**config.mk**
```make
export PLATFORM = sky130hd
export DESIGN_NAME = uart_tx_arbiter
export DESIGN_NICKNAME = d
export VERILOG_FILES = /design/src/rtl/uart_tx_arbiter.sv
export SDC_FILE = /design/constraint.sdc
export NUM_CORES = 1
export LEC_CHECK = 0
export ABC_AREA = 1
export BUFFER_PORTS_ARGS = -buffer_cell sky130_fd_sc_hd__buf_2
export CORE_UTILIZATION = 35
export CTS_CLUSTER_SIZE = 28
export DETAILED_ROUTE_END_ITERATION = 10
export PLACE_DENSITY = 0.55
export SYNTH_ARGS = -nofsm -noshare
export SYNTH_HDL_FRONTEND = slang
export SYNTH_SLANG_ARGS = --single-unit
export TNS_END_PERCENT = 50
```
**constraint.sdc**
```tcl
create_clock -name clock -period 2.5 [get_ports clock]
set_input_delay 0.625 -clock clock [delete_from_list [all_inputs] [get_ports clock]]
set_output_delay 0.625 -clock clock [all_outputs]
set_load 0.02 [all_outputs]
```
**src/rtl/uart_tx_arbiter.sv**
```systemverilog
// Round-robin arbiter that shares one UART TX byte port among NUM_REQ requesters.
// A grant is held for a whole packet and is dropped on a stall timeout.
module uart_tx_arbiter #(
  parameter int unsigned NUM_REQ = 3,
  parameter int unsigned TIMEOUT = 1024,
  parameter int unsigned CNT_W   = 16
) (
  input  logic                 clock,
  input  logic                 reset,
  input  logic [NUM_REQ-1:0]   io_req_valid,
  input  logic [8*NUM_REQ-1:0] io_req_bits,
  input  logic [NUM_REQ-1:0]   io_req_last,
  output logic [NUM_REQ-1:0]   io_req_ready,
  output logic                 io_tx_valid,
  output logic [7:0]           io_tx_bits,
  input  logic                 io_tx_ready,
  output logic [NUM_REQ-1:0]   io_grant,
  output logic                 io_timeout,
  output logic [CNT_W-1:0]     io_bytes_sent,
  output logic [CNT_W-1:0]     io_timeouts
);

  localparam int unsigned IDX_W   = (NUM_REQ > 1) ? $clog2(NUM_REQ) : 1;
  localparam int unsigned SUM_W   = IDX_W + 1;
  localparam int unsigned STALL_W = (TIMEOUT > 2) ? $clog2(TIMEOUT) : 1;

  typedef enum logic {IDLE, LOCKED} state_e;

  state_e               state_q, state_d;
  logic [IDX_W-1:0]     owner_q, owner_d;
  logic [IDX_W-1:0]     ptr_q, ptr_d;
  logic [NUM_REQ-1:0]   grant_q, grant_d;
  logic [STALL_W-1:0]   stall_q, stall_d;
  logic                 timeout_q, timeout_d;
  logic [CNT_W-1:0]     bytes_q, bytes_d;
  logic [CNT_W-1:0]     touts_q, touts_d;

  logic                 win_found;
  logic [IDX_W-1:0]     win_idx;
  logic [SUM_W-1:0]     cand;
  logic [IDX_W-1:0]     cand_idx;
  logic                 owner_valid;
  logic                 handshake;
  logic [IDX_W-1:0]     next_ptr;

  // Round-robin search: first valid requester at or above the pointer, wrapping.
  always_comb begin
    win_found = 1'b0;
    win_idx   = '0;
    cand      = '0;
    cand_idx  = '0;
    for (int unsigned k = 0; k < NUM_REQ; k++) begin
      cand = SUM_W'(ptr_q) + SUM_W'(k);
      if (cand >= SUM_W'(NUM_REQ)) begin
        cand = cand - SUM_W'(NUM_REQ);
      end
      cand_idx = IDX_W'(cand);
      if (!win_found && io_req_valid[cand_idx]) begin
        win_found = 1'b1;
        win_idx   = cand_idx;
      end
    end
  end

  // Next-state and datapath steering; the TX side is a pass-through of the owner.
  always_comb begin
    state_d      = state_q;
    owner_d      = owner_q;
    ptr_d        = ptr_q;
    grant_d      = grant_q;
    stall_d      = stall_q;
    timeout_d    = 1'b0;
    bytes_d      = bytes_q;
    touts_d      = touts_q;
    io_tx_valid  = 1'b0;
    io_tx_bits   = '0;
    io_req_ready = '0;
    owner_valid  = io_req_valid[owner_q];
    handshake    = 1'b0;
    next_ptr     = (owner_q == IDX_W'(NUM_REQ - 1)) ? '0 : owner_q + IDX_W'(1);

    case (state_q)
      IDLE: begin
        stall_d = '0;
        if (win_found) begin
          state_d = LOCKED;
          owner_d = win_idx;
          grant_d = NUM_REQ'(1) << win_idx;
        end
      end
      LOCKED: begin
        io_tx_valid  = owner_valid;
        io_tx_bits   = io_req_bits[32'(owner_q) * 8 +: 8];
        io_req_ready = grant_q & {NUM_REQ{io_tx_ready}};
        handshake    = owner_valid & io_tx_ready;
        if (handshake && (bytes_q != '1)) begin
          bytes_d = bytes_q + CNT_W'(1);
        end
        if (owner_valid) begin
          // Valid-but-not-ready is backpressure, so the stall count restarts.
          stall_d = '0;
          if (handshake && io_req_last[owner_q]) begin
            state_d = IDLE;
            grant_d = '0;
            ptr_d   = next_ptr;
          end
        end else if (stall_q == STALL_W'(TIMEOUT - 1)) begin
          state_d   = IDLE;
          grant_d   = '0;
          ptr_d     = next_ptr;
          stall_d   = '0;
          timeout_d = 1'b1;
          if (touts_q != '1) begin
            touts_d = touts_q + CNT_W'(1);
          end
        end else begin
          stall_d = stall_q + STALL_W'(1);
        end
      end
      default: begin
        state_d = IDLE;
        grant_d = '0;
      end
    endcase
  end

  always_ff @(posedge clock or negedge reset) begin
    if (!reset) begin
      state_q   <= IDLE;
      owner_q   <= '0;
      ptr_q     <= '0;
      grant_q   <= '0;
      stall_q   <= '0;
      timeout_q <= 1'b0;
      bytes_q   <= '0;
      touts_q   <= '0;
    end else begin
      state_q   <= state_d;
      owner_q   <= owner_d;
      ptr_q     <= ptr_d;
      grant_q   <= grant_d;
      stall_q   <= stall_d;
      timeout_q <= timeout_d;
      bytes_q   <= bytes_d;
      touts_q   <= touts_d;
    end
  end

  assign io_grant      = grant_q;
  assign io_timeout    = timeout_q;
  assign io_bytes_sent = bytes_q;
  assign io_timeouts   = touts_q;

endmodule
```
==> flow_summary_export.csv <==
group,metric,value,unit
outcome,outcome,"finished clean",
placement,hpwlAfterDp,5480,um
global_route,initial_antenna_violation_count,0,
clocking,cts.htree.levels,2,
clocking,cts-buffers-inserted,5,
clocking,tritoncts,"built",
routing,route.final.wire_length,7040,um
sta,rsz_0062_raised_after_global_routing,"false",
synth,synthFlopType,"sky130_fd_sc_hd__dfrtp_1",
sta,timing_worst_slew_pin_value,0.576,ns
setup_path,worstSetupPathType,"flip-flop to output port",
clocking,clk_pin_slew,0.08,ns
synth,yosys_warnings,0,
floorplanning,die_height,97.3,um
synth,synth_seq_area_share,40.1,%
power,areal_power_density_over_the_cells,378,nW/um^2
synth,syn_area,3180,um^2
clocking,cts_buffer_depth,2,
routing,first_iter_violations,94,
synth,synthesis_stage_register_bit_count,51,
setup_path,critical_path.top_delay_family,"simple AND/OR/NAND/NOR gates",
routing,routed-via-count,2939,
setup_path,critical_path_required,1.88,ns
sta,setup_tns,0,ns
sta,relSlewSlack,61.6,%
synth,synth.most_common_cell,"sky130_fd_sc_hd__nand2_1",
floorplanning,initial_core_utilization,36.3,%
layout,area_growth,19.6,%
sta,fmaxAchievable,469,MHz
clocking,cts_root_buf,"sky130_fd_sc_hd__clkbuf_8",
setup_path,path_buf_inv,3,
floorplanning,chipWidth,97.3,um
sta,setup_violations,0,
setup_path,critPathArrivalTime,1.51,ns
clocking,cts.repair_timing.setup_buffer_count,0,
setup_path,crit_path_max_incr_delay,0.45,ns
global_route,globalRoute.totalOverflow,0,
clocking,clk-insertion-delay-late,0.30,ns
floorplanning,coreArea,8760,um^2
sta,setup_slack,0.368,ns
layout,finalNetCount,566,
synth,syn_area_per_cell,7.18,um^2
sta,fin_crit_sh,85.3,%
synth,synthDominantAreaCellType,"sky130_fd_sc_hd__dfrtp_1",
placement,routabilityCongestion,0.835,
layout,share_of_final_layout_standard_cells_stronger_than_drive_strength_1,20.7,%
synth,netlist.area_leader.share,40.1,%
floorplanning,number_of_primary_i_o_pins,81,
setup_path,crit_path_cell_trace,"inv_2 > nor2_4 > nand2_1 > nand3_1 > nand2_1 > inv_1 > buf_2",
setup_path,worst_path_max_delay_cell,"sky130_fd_sc_hd__dfrtp_1",
synth,postSynthCellCount,443,
sta,hold_viol_final,0,
clocking,clock-sinks,51,
setup_path,crit_path_frequent_cell,"sky130_fd_sc_hd__nand2_1",
global_route,wire_length_of_the_first_global_routing_pass,12300,um
synth,synth_enable_flop_cells,0,
routing,drtAntennaViolNets,0,
setup_path,setup.worst_path.end_class,"output port",
clocking,number_of_gates_resized_after_cts,0,
global_route,grt_max_degree,29,
layout,num_antenna_cells,0,
sta,period_needed,2.13,ns
floorplanning,fp.dieArea,9470,um^2
power,total_leakage_power,2.08,nW
flow_run,maxCapViolations,0,
clocking,cts_hold_buf,0,
routing,routedWlPerCell,11.1,um
setup_path,crit_fanout,10,
sta,final.setup_skew,0.00811,ns
global_route,vias_in_the_first_global_route,2771,
global_route,grt_usage,15.4,%
routing,detail_route.first_pass.iterations,4,
setup_path,worst_setup_path_start_kind,"flip-flop",
routing,drt_drc_violations_left,0,
synth,synth_common_cells,"sky130_fd_sc_hd__nand2_1, sky130_fd_sc_hd__dfrtp_1, sky130_fd_sc_hd__inv_1",
power,max-vdd-ir-drop,288,uV
synth,ys_types,26,
synth,synth_fp_nets,483,
hold_path,min_path_type,"input pin to async pin",
routing,vias_per_cell,4.64,
floorplanning,num_rows,34,
placement,numPortBuffers,80,
sta,drv_slew,0,
placement,dpl_worst_slack,0.534,ns
synth,synthTopCellsByArea,"sky130_fd_sc_hd__dfrtp_1, sky130_fd_sc_hd__nand2_1, sky130_fd_sc_hd__inv_1",
power,p_total,1.44,mW
synth,async_reset_ff_share,100,%
==> flip-flops by register name (all words and copies together) (netlist names) <==
register / flops
io_bytes_sent: 16
io_grant: 3
io_timeout: 1
io_timeouts: 16
owner_q: 2
ptr_q: 2
stall_q: 10
state_q: 1
==> cell type report <==
type	count	area [um^2]
well taps	108	135
fillers	924	4960
inverters	53	199
clock inverters	1	30.0
repair buffers	84	443
flip-flops and latches	51	1280
clock buffers	6	72.6
multi-input cells	331	1650
==> path summary, 6_finish.rpt <==
path | startpoint | to | slack (ns) | cells past startpoint
worst max-delay path | owner_q[0] | io_tx_bits[5] | 0.37 | 7
worst min-delay path | reset | io_timeouts[6] | 0.32 | 1
worst max register to register | stall_q[0] | io_timeouts[0] | 0.55 | 8
worst min register to register | stall_q[0] | stall_q[0] | 0.47 | 1
max in group asynchronous | reset | io_bytes_sent[0] | 1.63 | 2
min in group clock | stall_q[0] | stall_q[0] | 0.47 | 1
==> per-stage QoR <==
stage,hold WS [ns],util (%),instance area [um^2],cells
floorplan,0.329,-,3180,443
global placement,0.451,42.2,3700,627
detailed placement,0.450,42.2,3700,627
CTS,0.342,43.4,3800,634
global route,0.346,43.4,3800,634
finish,0.319,43.4,3800,634
==> worst reg2reg max path: stages, from the launching register on <==
cell	delay, ns
sky130_fd_sc_hd__dfrtp_1	0.38
sky130_fd_sc_hd__ha_1	0.17
sky130_fd_sc_hd__nand2_1	0.09
sky130_fd_sc_hd__nor2_2	0.14
sky130_fd_sc_hd__nand4_1	0.20
sky130_fd_sc_hd__a31oi_1	0.20
sky130_fd_sc_hd__nand2_1	0.25
sky130_fd_sc_hd__buf_4	0.27
sky130_fd_sc_hd__xnor2_1	0.12
==> layer usage <==
layer	part of all wire (%)	global-route usage, %
met4	0.81	3.05
met2	45	25.8
met3	5.8	3.24
met1	48	20.5
met5	0	0
==> logic make-up (layout without fill, tap and decap cells) <==
group	after synthesis	in the layout	share of synthesized area [%]
simple gates	264	264	35.6
buf+inv	61	144	8.03
flops	51	51	40.1
xor+xnor	32	32	8.82
compound gates	28	28	4.68
fa+ha+maj	7	7	2.75
==> report_power, final <==
| group | internal (mW) | switching, mW |
|---|---|---|
| Sequential | 0.825 | 0.000700 |
| Clock | 0.294 | 0.252 |
| Combinational | 0.0271 | 0.0392 |
==> cells in the final DEF (no fill, tap or decap), types with 2 or more instances in the layout <==
cell type | synthesis | final
sky130_fd_sc_hd__a21oi_1 | 2 | 2
sky130_fd_sc_hd__ha_1 | 7 | 7
sky130_fd_sc_hd__nand3_1 | 36 | 36
sky130_fd_sc_hd__nor3b_1 | 3 | 3
sky130_fd_sc_hd__o211ai_1 | 2 | 2
sky130_fd_sc_hd__dfrtp_1 | 51 | 51
sky130_fd_sc_hd__nand4_1 | 6 | 6
sky130_fd_sc_hd__inv_1 | 49 | 49
sky130_fd_sc_hd__o21ai_1 | 11 | 11
sky130_fd_sc_hd__nand2_1 | 157 | 157
sky130_fd_sc_hd__inv_2 | 4 | 4
sky130_fd_sc_hd__nand2_2 | 2 | 2
sky130_fd_sc_hd__buf_2 | 3 | 80
sky130_fd_sc_hd__o21ai_0 | 10 | 10
sky130_fd_sc_hd__a31oi_1 | 3 | 3
sky130_fd_sc_hd__nor2_2 | 8 | 8
sky130_fd_sc_hd__nor3_1 | 7 | 7
sky130_fd_sc_hd__nor2_1 | 40 | 40
sky130_fd_sc_hd__clkbuf_8 | 0 | 5
sky130_fd_sc_hd__xor2_1 | 18 | 18
sky130_fd_sc_hd__buf_4 | 2 | 3
sky130_fd_sc_hd__xnor2_1 | 14 | 14
sky130_fd_sc_hd__nor2_4 | 3 | 3
(Power assumes the default switching activity.)
